`src/rtl/uart_tx_pkg.sv`:
```
// uart_tx_pkg: FSM state encoding and line-level constants for the UART transmitter
package uart_tx_pkg;
    typedef enum logic [2:0] {IDLE, START, DATA, PARITY, STOP} state_e;
    localparam logic START_BIT = 1'b0;
    localparam logic STOP_BIT  = 1'b1;
    localparam logic IDLE_LINE = 1'b1;
    localparam logic PAR_EVEN  = 1'b0;
    localparam logic PAR_ODD   = 1'b1;
endpackage

```
`src/rtl/uart_tx_frame_if.sv`:
```
// uart_tx_frame_if: byte request handshake and serial output between control block and transmitter
interface uart_tx_frame_if #(parameter int DATA_WIDTH = 8);
    logic [DATA_WIDTH-1:0] P_DATA;
    logic                  DATA_VALID;
    logic                  PAR_EN;
    logic                  PAR_TYP;
    logic                  TX_OUT;
    logic                  busy;
    modport master (output P_DATA, DATA_VALID, PAR_EN, PAR_TYP, input TX_OUT, busy);
    modport slave  (input P_DATA, DATA_VALID, PAR_EN, PAR_TYP, output TX_OUT, busy);
endinterface

```
`src/rtl/uart_tx_parity_calc.sv`:
```
// uart_tx_parity_calc: even/odd parity bit over the latched payload
module uart_tx_parity_calc
    import uart_tx_pkg::*;
#(parameter int DATA_WIDTH = 8) (
    input  logic [DATA_WIDTH-1:0] data,
    input  logic                  par_typ,
    output logic                  parity
);
    always_comb parity = (par_typ == PAR_ODD) ? ~^data : ^data;
endmodule

```
`src/rtl/uart_tx_frame.sv`:
```
// uart_tx_frame: frames a parallel byte into start, LSB-first data, optional parity and stop bits
module uart_tx_frame
    import uart_tx_pkg::*;
#(parameter int DATA_WIDTH = 8) (
    input logic          clk,
    input logic          rst,
    uart_tx_frame_if.slave bus
);
    localparam int CW = DATA_WIDTH > 1 ? $clog2(DATA_WIDTH) : 1;
    localparam logic [CW-1:0] LAST = CW'(DATA_WIDTH - 1);
    state_e                state_q, state_d;
    logic [CW-1:0]         cnt_q, cnt_d;
    logic [DATA_WIDTH-1:0] data_q, data_d;
    logic                  par_en_q, par_en_d;
    logic                  par_typ_q, par_typ_d;
    logic                  tx_q, tx_d;
    logic                  busy_q, busy_d;
    logic                  parity;
    uart_tx_parity_calc #(.DATA_WIDTH(DATA_WIDTH)) u_parity (
        .data(data_q),
        .par_typ(par_typ_q),
        .parity(parity)
    );
    always_comb begin
        state_d   = state_q;
        cnt_d     = cnt_q;
        data_d    = data_q;
        par_en_d  = par_en_q;
        par_typ_d = par_typ_q;
        case (state_q)
            IDLE: if (bus.DATA_VALID) begin
                state_d   = START;
                data_d    = bus.P_DATA;
                par_en_d  = bus.PAR_EN;
                par_typ_d = bus.PAR_TYP;
            end
            START: begin
                state_d = DATA;
                cnt_d   = '0;
            end
            DATA: if (cnt_q == LAST) begin
                state_d = par_en_q ? PARITY : STOP;
                cnt_d   = '0;
            end else begin
                cnt_d = cnt_q + CW'(1);
            end
            PARITY: state_d = STOP;
            STOP: state_d = IDLE;
            default: state_d = IDLE;
        endcase
        // Outputs are registered from the next state so the line is clean of input glitches
        tx_d = state_d == START  ? START_BIT :
               state_d == DATA   ? data_q[cnt_d] :
               state_d == PARITY ? parity :
               state_d == STOP   ? STOP_BIT : IDLE_LINE;
        busy_d = state_d != IDLE;
    end
    always_ff @(posedge clk) begin
        if (rst) begin
            state_q   <= IDLE;
            cnt_q     <= '0;
            data_q    <= '0;
            par_en_q  <= 1'b0;
            par_typ_q <= 1'b0;
            tx_q      <= IDLE_LINE;
            busy_q    <= 1'b0;
        end else begin
            state_q   <= state_d;
            cnt_q     <= cnt_d;
            data_q    <= data_d;
            par_en_q  <= par_en_d;
            par_typ_q <= par_typ_d;
            tx_q      <= tx_d;
            busy_q    <= busy_d;
        end
    end
    assign bus.TX_OUT = tx_q;
    assign bus.busy   = busy_q;
endmodule

```
`src/flat_wrapper.sv`:
```
// flat-port wrapper written by rule: the top's interface ports become plain ports
module uart_tx_frame_flat import uart_tx_pkg::*;
#(parameter int DATA_WIDTH = 8)
  (clk, rst, bus_P_DATA, bus_DATA_VALID, bus_PAR_EN, bus_PAR_TYP, bus_TX_OUT, bus_busy);
  uart_tx_frame_if #(.DATA_WIDTH(DATA_WIDTH)) bus_i ();
  input logic clk;
  input logic rst;
  input wire logic [$bits(bus_i.P_DATA)-1:0] bus_P_DATA;
  input wire logic [$bits(bus_i.DATA_VALID)-1:0] bus_DATA_VALID;
  input wire logic [$bits(bus_i.PAR_EN)-1:0] bus_PAR_EN;
  input wire logic [$bits(bus_i.PAR_TYP)-1:0] bus_PAR_TYP;
  output wire logic [$bits(bus_i.TX_OUT)-1:0] bus_TX_OUT;
  output wire logic [$bits(bus_i.busy)-1:0] bus_busy;
  assign bus_i.P_DATA = bus_P_DATA;
  assign bus_i.DATA_VALID = bus_DATA_VALID;
  assign bus_i.PAR_EN = bus_PAR_EN;
  assign bus_i.PAR_TYP = bus_PAR_TYP;
  assign bus_TX_OUT = bus_i.TX_OUT;
  assign bus_busy = bus_i.busy;
  uart_tx_frame #(.DATA_WIDTH(DATA_WIDTH)) u_core (.clk(clk), .rst(rst), .bus(bus_i));
endmodule
```
`config.mk`:
```
export PLATFORM = sky130hd
export DESIGN_NAME = uart_tx_frame_flat
export DESIGN_NICKNAME = d
export VERILOG_FILES = /design/src/rtl/uart_tx_pkg.sv /design/src/rtl/uart_tx_frame_if.sv /design/src/rtl/uart_tx_parity_calc.sv /design/src/rtl/uart_tx_frame.sv /design/src/flat_wrapper.sv
export SDC_FILE = /design/constraint.sdc
export NUM_CORES = 1
export LEC_CHECK = 0
export BUFFER_PORTS_ARGS = -buffer_cell sky130_fd_sc_hd__buf_2
export CORE_ASPECT_RATIO = 1.5
export CORE_MARGIN = 4
export CORE_UTILIZATION = 35
export CTS_CLUSTER_DIAMETER = 60
export DETAILED_ROUTE_END_ITERATION = 10
export MAX_ROUTING_LAYER = met4
export PLACE_DENSITY_LB_ADDON = 0.08
export SYNTH_ARGS = -nofsm -noshare
export SYNTH_HDL_FRONTEND = slang
export SYNTH_SLANG_ARGS = --single-unit
```
`constraint.sdc`:
```
create_clock -name clk -period 6.2 [get_ports clk]
set_input_delay 0.93 -clock clk [delete_from_list [all_inputs] [get_ports clk]]
set_output_delay 0.93 -clock clk [all_outputs]
set_load 0.01 [all_outputs]
```
-- After elaboration in Yosys (flattened, before gate mapping)
Index checks and enable logic that the tools add are counted.
- reduce and logical (&&, ||, !) cells: 5
- add/subtract/negate cells: 1
- mux-type cells: 12
- eq/ne operators: 7
- magnitude comparators: 1
- operators by type and width (kind ; count):
    equality test 3 x 2 -> 1 bit (second input constant) ; 4
    two-way mux 3 bit ; 4
    case mux 3 bit (4 select lines) ; 1
    XNOR reduction 8 bit ; 1
    XOR reduction 8 bit ; 1
    equality test 3 x 1 -> 1 bit (second input constant) ; 2
    case mux 3 bit (2 select lines) ; 1
    two-way mux 1 bit ; 5
    less-than comparator 3 x 4 -> 1 bit (second input constant) ; 1
    adder 3 x 1 -> 3 bit (second input constant) ; 1
    binary-select mux 1 bit (select 3 bit) ; 1
    equality test 3 bit (second input constant) ; 1
    logical NOT 3 bit ; 1
    nonzero test 3 bit ; 1
    AND reduction 2 bit ; 1
- output and inout port bits: 2
- register bits after elaboration: 18
- input port bits: 13

-- Logic depth before layout (Yosys ltp)
- word-level depth: 7
- gate-level depth with buffers: 8
- depth with buffers taken out: 8

-- Modules after synthesis
Synthesis repeated with hierarchy kept, for this count alone.
- cells, all modules: 100
- area, all modules: 935.9 um2
- by module, submodules not included (module ; seq. area each (um2) ; cells an instance ; instances ; area an instance (um2)):
    uart_tx_frame ; 360.3 ; 93 ; 1 ; 853.3
    uart_tx_parity_calc ; 0.0 ; 7 ; 1 ; 82.6

-- Least setup slack after synthesis
OpenSTA, ideal clock, no wires.
- kind: register to register
- start: register u_core.cnt_q[0]
- end: register u_core.tx_q (netlist: u_core.bus.TX_OUT)
- library setup time: 0.117 ns
- path buffers: 0
- stages on the path, launching flop included: 9
- data required time: 6.083 ns
- setup slack: 4.155 ns
- arrival: 1.928 ns
- path through: dfxtp_1 ha_1 ha_1 nor4b_4 o21ba_4 nor2_2 a2111oi_0 nor4_1 o22a_1
- cells in the longest elaborated chain, start to end: 7
- elaborated cells between the ends (all ways): 14
- ends and longest elaborated chain (what ; line ; source):
    from (decl) ; uart_tx_frame.sv:12 ; logic [CW-1:0] cnt_q, cnt_d;
    from (signal assigned) ; uart_tx_frame.sv:69 ; cnt_q <= cnt_d;
    adder 3 x 1 -> 3 bit / equality test 3 bit (equally long branches) ; uart_tx_frame.sv:45, uart_tx_frame.sv:41 ;
    two-way mux 3 bit ; uart_tx_frame.sv:41 ; DATA: if (cnt_q == LAST) begin
    case mux 3 bit (2 select lines) / case mux 3 bit (4 select lines) (equally long branches) ; uart_tx_frame.sv:30 ; case (state_q)
    binary-select mux 1 bit (select 3 bit) / equality test 3 x 2 -> 1 bit (equally long branches) ; uart_tx_frame.sv:53, uart_tx_frame.sv:54 ;
    two-way mux 1 bit, on equally long branches ; uart_tx_frame.sv:53, uart_tx_frame.sv:54 ;
    two-way mux 1 bit ; uart_tx_frame.sv:53 ; state_d == DATA ? data_q[cnt_d] :
    two-way mux 1 bit (*) ; uart_tx_frame.sv:52 ; tx_d = state_d == START ? START_BIT :
    to (signal assigned) ; uart_tx_frame.sv:73 ; tx_q <= tx_d;
    to (decl) ; uart_tx_frame.sv:16 ; logic tx_q, tx_d;
Every way passes the cells marked *; elsewhere a longest branch is shown, timed or not. The select of a mux whose other input is x is not followed.
A chain may end at the register's enable or synchronous reset.

-- Worst setup path after layout
Same ends and word-level chain as after synthesis.

==> flow_metrics.tcl <==
set metrics [dict create \
    drt_first_pass_iters 4 \
    synth_top_area_share_pct 38.04 \
    fin_skew_ns 0.003355 \
    seq_power_share_pct 52.2 \
    io_buffers 14 \
    tightest_slew_ns 0.5326 \
    syn_nets 130 \
    drive_above_1_share_pct 17.32 \
    p_comb_share_pct 18.5 \
    cp-end-kind "flop" \
    ant_nets 0 \
    route.detailed.drc 0 \
    dpl.hpwl_mm 1.541 \
    grt_antenna_before_repair 0 \
    path_class "flop to flop" \
    start_util_pct 37.40 \
    p_int_mw 0.1824 \
    p_clk_share_pct 29.2 \
    swShare_pct 27.33 \
    switching_power_mw 0.06858 \
    hold-path-cell-count 2 \
    r2r-end "u_core.bus.TX_OUT$_SDFF_PP1_" \
    cts_buffers 3 \
    fp.dieH_microns 71.71 \
    syn_inst 114 \
    grt_usage_pct 12.29 \
    yosysMostFrequentCell "nand2_1" \
    first_global_vias 800 \
    ys_types 32 \
    vias_per_cell 4.988 \
    arrival_ns 2.46 \
    synth_commonest_cells "nand2_1, dfxtp_1, a21oi_1, xnor2_1, nor2_1" \
    min_path_type "flop to flop" \
    fin_ws_ns 3.931 \
    area_growth_pct 13.61 \
    fin_crit_sh_pct 36.59 \
    rr_worst_depth 8 \
    htreeDepth 1 \
    p_leak_nw 0.4300 \
    place_area_sq_mm 0.001040 \
    cp_common_cell "ha_1" \
    cp_max_fo 5 \
    yosys_register_bits 18 \
    layout.nets 144 \
    placedCellCount 159 \
    worst_setup_path_start_kind "flop" \
    wl_mm 1.991 \
    cts_tree "yes" \
    finalInstanceArea_sq_mm 0.001076 \
    crit_slowest_cell "a2111oi_0" \
    diodes 0 \
    synth_area_leaders "dfxtp_1, nand2_1, a21oi_1" \
    ir_worst_vdd_uv 156.9 \
    gp_congestion 0.7614 \
    fillers 291 \
    crit_chain "ha_1 > ha_1 > nor4b_4 > o21ba_4 > nor2_2 > a2111oi_0 > nor4_1 > o22a_1" \
    ys_seq_area_share_pct 38.04 \
    r2r_start "u_core.cnt_q[0]$_SDFF_PP0_" \
    ys_async_sr_fraction_pct 0 \
    clk_pin_slew_worst_paths_ns 0.11 \
    clock-root-buffer "clkbuf_4" \
    rrSetupSlack_ns 3.93 \
    slew_violations 0 \
    drt_iter0_drc 25 \
    die_area_sq_mm 0.003620 \
    layout_min_cycle_time_ns 2.269 \
    holdBufCountCts 0 \
    p_per_area_mw_per_mm2 233.2 \
    worstHoldStart "u_core.par_typ_q$_SDFFE_PP0P_" \
    clock_path_buffers 2 \
    maxCapViolations 0 \
    netlist_area_sq_um 947.2 \
    rsz0062_at_grt "false" \
    top_layer_used "met4" \
    status "finished, final reports clean" \
    met1Wirelength_microns 844 \
    synth_edf_count 0 \
    fp-row-count 22 \
    slowest_delay_ns 0.44 \
    via_count 813 \
    die_x_microns 50.48 \
    fin_cells 163 \
    wl_met3_microns 80 \
    finalSetupViolCount 0 \
    wl_met2_mm 1.027 \
    slew_headroom_pct 64.12 \
    cp.required_ns 6.40 \
    num_io_pins 15 \
    syn_avg_cell_area_sq_um 8.308 \
    wl_per_cell_microns 12.21 \
    cts_sinks 18 \
    clock_latency_ns 0.29 \
    fmaxAchievable_ghz 0.4408 \
    grt_max_degree 19 \
    grt_pass1_wl_mm 3.339 \
    final_hold_viol_count 0 \
    synth_flop_cell "dfxtp_1" \
    post_cts_buffers 0 \
    core_area_sq_mm 0.002532 \
    hold-path-endpoint "u_core.par_typ_q$_SDFFE_PP0P_" \
    post-synth-top-area-cell "dfxtp_1" \
    setup_tns_ns 0 \
    post_cts_resized 0 \
    yosysWarnings 0 \
    post-place-ws_ns 3.977 \
    grt_overflow 0 \
]
[worst max-delay path: cells and delay by family (launching register included)]
kind,cells,cell delay [ns]
AO/OA/AOI/OAI,3,0.84
adder cells (fa/ha/maj),2,0.48
flip-flops,1,0.38
AND/OR/NAND/NOR,3,0.48
[cell type report]
class	count	area (sq um)	share of cell area (%)
clock buffer	4	36.28	3.372
inverter	2	7.507	0.6977
multi-input combinational	89	556.8	51.74
sequential	18	360.3	33.49
tap	36	45.04	4.186
timing repair buffer	14	70.07	6.512
[logic make-up after synthesis]
| logic type | count (synthesis) | share of synthesized area [%] |
|---|---|---|
| buffers and inverters | 7 | 3.171 |
| XOR/XNOR | 8 | 7.398 |
| multiplexers | 1 | 1.057 |
| AO/OA/AOI/OAI | 32 | 22.59 |
| flip-flops | 18 | 38.05 |
| adder cells (fa/ha/maj) | 3 | 3.963 |
| AND/OR/NAND/NOR | 45 | 23.78 |
[cells in the final DEF, fill, tap and decap left out, drive strengths merged]
| cell type | n |
|---|---|
| nor3 | 1 |
| a31oi | 1 |
| mux2i | 1 |
| xnor2 | 7 |
| nor4 | 1 |
| clkbuf | 4 |
| xor2 | 1 |
| nor4b | 2 |
| inv | 2 |
| nand2b | 1 |
| buf | 14 |
| a22oi | 1 |
| and3 | 1 |
| nor2 | 6 |
| nand2 | 26 |
| o21ba | 1 |
| nand3b | 1 |
| and2 | 2 |
| ha | 3 |
| nor2b | 4 |
| a21o | 2 |
| o21ai | 4 |
| dfxtp | 18 |
| a2111oi | 2 |
| a21oi | 14 |
| o2111a | 2 |
| o22a | 1 |
| a21boi | 2 |
| o21bai | 2 |
[power by group through the flow]
stage	sequential, mW	combinational [mW]	clock (mW)
floorplan	0.131	0.0379	0
global placement	0.134	0.0461	0
detailed placement	0.134	0.0470	0
CTS	0.132	0.0472	0.0760
global route	0.133	0.0515	0.0815
finish	0.131	0.0465	0.0734
[layer usage]
layer / GRT usage [%] / up-vias
met1: 13.14 / 371
li1: - / 420
met5: - / -
met4: 5.389 / 0
met3: 2.703 / 5
met2: 21.37 / 17
[metrics by stage]
step	total power [mW]	hold slack, ns	utilization, %
after floorplan	0.1692	0.4449	-
after CTS	0.2547	0.4883	42.49
after global placement	0.1802	0.4622	41.06
after detailed placement	0.1811	0.4724	41.06
final	0.2510	0.4820	42.49
after global routing	0.2658	0.5160	42.49
[how the worst max path moves through the flow]
| stage | start | endpoint | slack, ns | depth (start not counted) |
|---|---|---|---|---|
| global route | u_core.cnt_q[0]$_SDFF_PP0_ | u_core.bus.TX_OUT$_SDFF_PP1_ | 3.76 | 8 |
| floorplan | u_core.cnt_q[0]$_SDFF_PP0_ | u_core.bus.TX_OUT$_SDFF_PP1_ | 4.16 | 8 |
| global placement | u_core.cnt_q[0]$_SDFF_PP0_ | u_core.bus.TX_OUT$_SDFF_PP1_ | 4.08 | 8 |
| finish | u_core.cnt_q[0]$_SDFF_PP0_ | u_core.bus.TX_OUT$_SDFF_PP1_ | 3.93 | 8 |
| detailed placement | u_core.cnt_q[0]$_SDFF_PP0_ | u_core.bus.TX_OUT$_SDFF_PP1_ | 3.98 | 8 |
| CTS | u_core.cnt_q[0]$_SDFF_PP0_ | u_core.bus.TX_OUT$_SDFF_PP1_ | 3.95 | 8 |
[registers in the layout, summed over array words and instances, names as in the netlist]
name               cells
u_core.bus.TX_OUT      1
u_core.bus.busy        1
u_core.cnt_q           3
u_core.data_q          8
u_core.par_en_q        1
u_core.par_typ_q       1
u_core.state_q         3
Power figures use the tool's default switching activity.
